===== src/rtl/ram_arbiter_pkg.sv =====
// Shared definitions for the two-port RAM arbiter: FSM encoding, RAM
// geometry and a small grant helper.
package ram_arbiter_pkg;

  // Access sequencer states; 2'd3 is unused and decodes back to IDLE.
  typedef enum logic [1:0] {
    IDLE  = 2'd0,
    ISSUE = 2'd1,
    RESP  = 2'd2
  } state_t;

  localparam int DATA_W    = 32;
  localparam int NUM_LANES = 4;
  localparam int LANE_W    = DATA_W / NUM_LANES;
  localparam int NUM_PORTS = 2;

  // Index of the winning port from a one-hot two-port grant.
  function automatic logic grant_port(input logic [1:0] grant);
    return grant[1];
  endfunction

endpackage


===== src/rtl/ram_arbiter_rr.sv =====
// Two-requester arbiter: round-robin on ties unless fixed_priority, in
// which case port 0 always wins. Purely combinational.
module rr_arbiter_2 (
  input  logic [1:0] req,
  input  logic       last_grant,
  input  logic       fixed_priority,
  output logic [1:0] grant
);

  // One-hot winner; on a tie the port that did not win last time goes next.
  always_comb begin
    grant = 2'b00;
    case (req)
      2'b01:   grant = 2'b01;
      2'b10:   grant = 2'b10;
      2'b11:   grant = (fixed_priority || last_grant) ? 2'b01 : 2'b10;
      default: grant = 2'b00;
    endcase
  end

endmodule


===== src/rtl/ram_arbiter.sv =====
// Shares one single-port RAM between two picorv32-style native memory
// requesters. One access at a time: IDLE (arbitrate and latch) -> ISSUE
// (RAM cycle) -> RESP (one-cycle ready with pass-through read data).
module ram_arbiter
  import ram_arbiter_pkg::*;
#(
  parameter int ADDR_WIDTH     = 13,
  parameter int FIXED_PRIORITY = 0
) (
  input  logic                  clk_cpu,
  input  logic                  resetn,
  input  logic                  m0_valid,
  input  logic [ADDR_WIDTH-1:0] m0_addr,
  input  logic [NUM_LANES-1:0]  m0_wstrb,
  input  logic [DATA_W-1:0]     m0_wdata,
  output logic                  m0_ready,
  output logic [DATA_W-1:0]     m0_rdata,
  input  logic                  m1_valid,
  input  logic [ADDR_WIDTH-1:0] m1_addr,
  input  logic [NUM_LANES-1:0]  m1_wstrb,
  input  logic [DATA_W-1:0]     m1_wdata,
  output logic                  m1_ready,
  output logic [DATA_W-1:0]     m1_rdata,
  output logic                  ram_sel,
  output logic [NUM_LANES-1:0]  ram_wen,
  output logic [ADDR_WIDTH-1:0] ram_address,
  output logic [DATA_W-1:0]     ram_wdata,
  input  logic [DATA_W-1:0]     ram_rdata,
  output logic                  grant_id
);

  state_t state, state_nxt;
  logic   last_grant;
  logic   accept;
  logic   win;

  logic [NUM_PORTS-1:0]                 req_vld;
  logic [NUM_PORTS-1:0]                 gnt;
  logic [NUM_PORTS-1:0]                 rsp_ready;
  logic [NUM_PORTS-1:0][ADDR_WIDTH-1:0] req_addr;
  logic [NUM_PORTS-1:0][NUM_LANES-1:0]  req_wstrb;
  logic [NUM_PORTS-1:0][DATA_W-1:0]     req_wdata;
  logic [NUM_PORTS-1:0][DATA_W-1:0]     rsp_rdata;

  assign req_vld   = {m1_valid, m0_valid};
  assign req_addr  = {m1_addr,  m0_addr};
  assign req_wstrb = {m1_wstrb, m0_wstrb};
  assign req_wdata = {m1_wdata, m0_wdata};

  rr_arbiter_2 u_arb (
    .req            (req_vld),
    .last_grant     (last_grant),
    .fixed_priority (FIXED_PRIORITY != 0),
    .grant          (gnt)
  );

  // Requests are only looked at while idle; later field changes are ignored.
  assign win    = grant_port(gnt);
  assign accept = (state == IDLE) && (|gnt);

  // State register.
  always_ff @(posedge clk_cpu or negedge resetn) begin
    if (!resetn) state <= IDLE;
    else         state <= state_nxt;
  end

  // Fixed three-cycle sequence per access; unknown encodings fall to IDLE.
  always_comb begin
    state_nxt = IDLE;
    case (state)
      IDLE:    state_nxt = accept ? ISSUE : IDLE;
      ISSUE:   state_nxt = RESP;
      RESP:    state_nxt = IDLE;
      default: state_nxt = IDLE;
    endcase
  end

  // Latch the winner's request into the RAM port; strobe for one cycle only.
  always_ff @(posedge clk_cpu or negedge resetn) begin
    if (!resetn) begin
      ram_sel     <= 1'b0;
      ram_wen     <= '0;
      ram_address <= '0;
      ram_wdata   <= '0;
      grant_id    <= 1'b0;
      last_grant  <= 1'b1;   // port 0 takes the first tie
    end else if (accept) begin
      ram_sel     <= 1'b1;
      ram_wen     <= req_wstrb[win];
      ram_address <= req_addr[win];
      ram_wdata   <= req_wdata[win];
      grant_id    <= win;
      last_grant  <= win;
    end else begin
      ram_sel     <= 1'b0;
      ram_wen     <= '0;
    end
  end

  // Per-port response: ready and read data only for the granted port in RESP.
  for (genvar p = 0; p < NUM_PORTS; p++) begin : g_rsp
    assign rsp_ready[p] = (state == RESP) && (grant_id == 1'(p));
    assign rsp_rdata[p] = rsp_ready[p] ? ram_rdata : '0;
  end

  assign m0_ready = rsp_ready[0];
  assign m1_ready = rsp_ready[1];
  assign m0_rdata = rsp_rdata[0];
  assign m1_rdata = rsp_rdata[1];

endmodule


===== config.mk =====
export PLATFORM = sky130hd
export DESIGN_NAME = ram_arbiter
export DESIGN_NICKNAME = d
export VERILOG_FILES = /design/src/rtl/ram_arbiter_pkg.sv /design/src/rtl/ram_arbiter_rr.sv /design/src/rtl/ram_arbiter.sv
export SDC_FILE = /design/constraint.sdc
export NUM_CORES = 1
export LEC_CHECK = 0
export ABC_AREA = 1
export ABC_CLOCK_PERIOD_IN_PS = 1800
export CORE_MARGIN = 5
export CORE_UTILIZATION = 30
export CTS_CLUSTER_SIZE = 30
export DETAILED_ROUTE_END_ITERATION = 12
export GPL_TIMING_DRIVEN = 0
export PLACE_DENSITY = 0.73
export SYNTH_ARGS = -nofsm -noshare
export SYNTH_HDL_FRONTEND = slang
export SYNTH_SLANG_ARGS = --single-unit

===== constraint.sdc =====
create_clock -name clk_cpu -period 1.8 [get_ports clk_cpu]
set_clock_uncertainty 0.15 [all_clocks]
set_input_delay 0.27 -clock clk_cpu [delete_from_list [all_inputs] [get_ports clk_cpu]]
set_output_delay 0.27 -clock clk_cpu [all_outputs]
set_load 0.05 [all_outputs]

==> flow_summary.yaml <==
critical_path:
  slowest_delay_ns: 0.39
  cpMaxStageDelayCell: "dfrtp_1"
  crit_family: "buffers and inverters"
  crit_buf_inv: 3
  critPathCaptureType: "primary output"
  cp.required_ns: 1.38
  worstPathCellList: "inv_2 > nand3_4 > buf_12 > nor2_2 > buf_6"
  critical_path_class: "flop to primary output"
  start_kind: "flop"
  arrival_ns: 1.45
  path_max_fanout: 10
clock_tree:
  tritoncts: "yes"
  clock_latency_ns: 0.30
  htreeDepth: 2
  clock_path_buffers: 2
  cts_sinks: 53
  cts_inserted_buffers: 5
  clockRootBuffer: "clkbuf_8"
  clkSlewWorstSetupHoldPaths_ns: 0.09
placed_design:
  port_buffers: 250
  dp_cells: 915
  hpwl_mm: 11.1
  place.gp.congestion: 0.820
detailed_routing:
  avgViaCountPerCell: 4.51
  drt_iter0_drc: 189
  wire_per_inst_um: 14.9
  via_count: 4190
  drtAntennaViolNets: 0
  wl_mm: 13.8
  firstDrtPassIters: 4
  drc: 0
pwr:
  combPwrFrac: 0.711
  p_int_mw: 4.15
  powerDensity_nw_per_um2: 1470
  leakage_nw: 3.56
  netSwitchingFraction: 0.570
  pwr-share-clk: 0.071
  vdd_ir_drop_max_uv: 805
  seqPwrFrac: 0.218
  p_switching_mw: 5.49
sta:
  fin_crit_ns: 1.87
  final_hold_viol_count: 0
  finalMaxSlewViolations: 0
  maxSlewHeadroom: 0.560
  rsz0062_at_grt: "yes"
  post-route-period-util: 1.04
  setup_slack_ns: -0.0663
  tightest_slew_ns: 0.659
  setup_violations: 60
  setup-tns-final_ns: -2.17
  max_freq_mhz: 536
final_layout:
  drive_above_1_share: 0.234
  multiInputGateArea_sq_um: 1620
  syn2layout_area_growth_pct: 97.2
  seqCellArea_sq_um: 1330
  finish.utilization: 0.605
  layout.cells.non_filler: 929
  fillers: 980
  antenna_cells: 0
  nNetsFinal: 922
synthesis:
  syn_area_sq_um: 3330
  syn_inst: 524
  ys.flop_type: "dfrtp_1"
  synth_top_area_cell: "dfrtp_1"
  yosys-top-cells-area: "dfrtp_1 39%, nand2_1 16%, inv_1 14%"
  synth_edf_count: 0
  syn_area_per_cell_sq_um: 6.35
  synth_warnings: 0
  synth_common_cells: "138 x nand2_1, 125 x inv_1, 92 x nand3_1, 73 x nor2_1, 52 x dfrtp_1"
  synth_seq_area_share: 0.399
  yosysUniqueCellTypes: 16
  yosysTopAreaCellShare: 0.391
  synthArstFlopShare: 1.00
  syn_nets: 658
  yosys_register_bits: 53
  yosysMostFrequentCell: "nand2_1"
floorplanning:
  num_rows: 38
  dieArea_sq_um: 13300
  initial_core_util: 0.307
  core_area_sq_um: 10800
  die_y_um: 115
  pin_count: 251
  die_x_um: 115
global_routing:
  grt_max_degree: 28
  grt_util_all_layers: 0.199
  antenna_found_initial: 0
  grt_pass1_wl_mm: 21.3
  gr-total-overflow: 0
  grt_pass1_vias: 4188
status:
  violations: "setup timing"
  status: "complete, but fails checks"
hold_path:
  hold_path.class: "flop to flop"
flow_run:
  maxCapViolations: 0
cell type report:
type                            count  share of cell area
Buffer                             29              0.0406
Tap cell                          140              0.0267
Clock inverter                      2             0.00210
Multi-Input combinational cell    313               0.247
Clock buffer                        6              0.0111
Timing Repair Buffer              257               0.395
Sequential cell                    53               0.203
Inverter                          129              0.0742
metrics by stage:
step / hold slack [ns] / worst slack, ns / power [mW] / area [sq um]
3_3_place_gp: 0.308 / -1.57 / 8.93 / 6200
4_1_cts: 0.324 / -0.0933 / 9.57 / 6410
3_5_place_dp: 0.187 / -0.586 / 9.02 / 6220
2_1_floorplan: -0.176 / -0.148 / 6.54 / 3520
6_report: 0.326 / -0.0663 / 9.63 / 6560
5_1_grt: 0.352 / -0.154 / 10.2 / 6560
kinds of logic after synthesis:
group	Yosys count	share of synthesized area
AND/OR/NAND/NOR	308	0.390
buffers and inverters	158	0.204
flip-flops	53	0.399
AO/OA/AOI/OAI	5	0.00752
power by group through the flow:
stage	clock (mW)	sequential, mW	combinational, mW
after floorplan	0	4.07	2.46
after global placement	0	2.11	6.82
after detailed placement	0	2.12	6.90
after CTS	0.715	2.10	6.75
after global routing	0.756	2.18	7.27
final	0.680	2.10	6.86
state kept, by name (all words and copies together) (netlist names):
name / count
grant_id: 1
ram_address: 13
ram_wdata: 32
ram_wen: 4
state: 2
last_grant: 1
worst register-to-register path: stages, from the launching register on:
cell	delay (ns)
dfrtp_1	0.39
inv_2	0.12
buf_4	0.14
nand2_2	0.07
nor2_8	0.17
buf_2	0.28
nand3_1	0.14
nand2_1	0.07
path summary, 6_finish.rpt:
kind	end	slack, ns	start	cells after the start
worst max-delay path	m0_rdata[15]	-0.07	state[0]$_DFF_PN0_	5
worst min-delay path	last_grant$_DFFE_PN1P_	0.33	last_grant$_DFFE_PN1P_	2
worst max register to register	ram_address[8]$_DFFE_PN0P_	0.22	state[0]$_DFF_PN0_	7
worst min register to register	last_grant$_DFFE_PN1P_	0.33	last_grant$_DFFE_PN1P_	2
max in group asynchronous	ram_address[6]$_DFFE_PN0P_	0.56	resetn	3
min in group asynchronous	ram_address[11]$_DFFE_PN0P_	0.36	resetn	2
routing by layer:
metal	global-route usage	share of wire
met1	0.237	0.39
met2	0.360	0.52
met3	0.0447	0.076
met4	0.0563	0.014
met5	0	0
placed cells by master, fill, tap and decap left out, drive strengths merged:
cell type      Yosys  final
dlygate4sd2        0     51
o21ai              5      5
clkdlybuf4s50      0    132
nand3             92     92
nand2            141    141
dfrtp             52     52
dlygate4sd3        0      1
clkinv             0      1
buf               29    102
clkbuf             0      6
nor2              75     75
inv              129    130
dfstp              1      1
timing repair:
| item | in CTS | in global routing |
|---|---|---|
| setup endpoints to repair | 117 | 66 |
| resized for setup | 532 | 32 |
| setup buffers | 0 | 5 |
| pin swaps | 1 | 1 |
| hold buffers | 1 | 0 |
| hold endpoints to repair | 25 | 0 |
No activity file was read; power rests on OpenSTA's default activity.
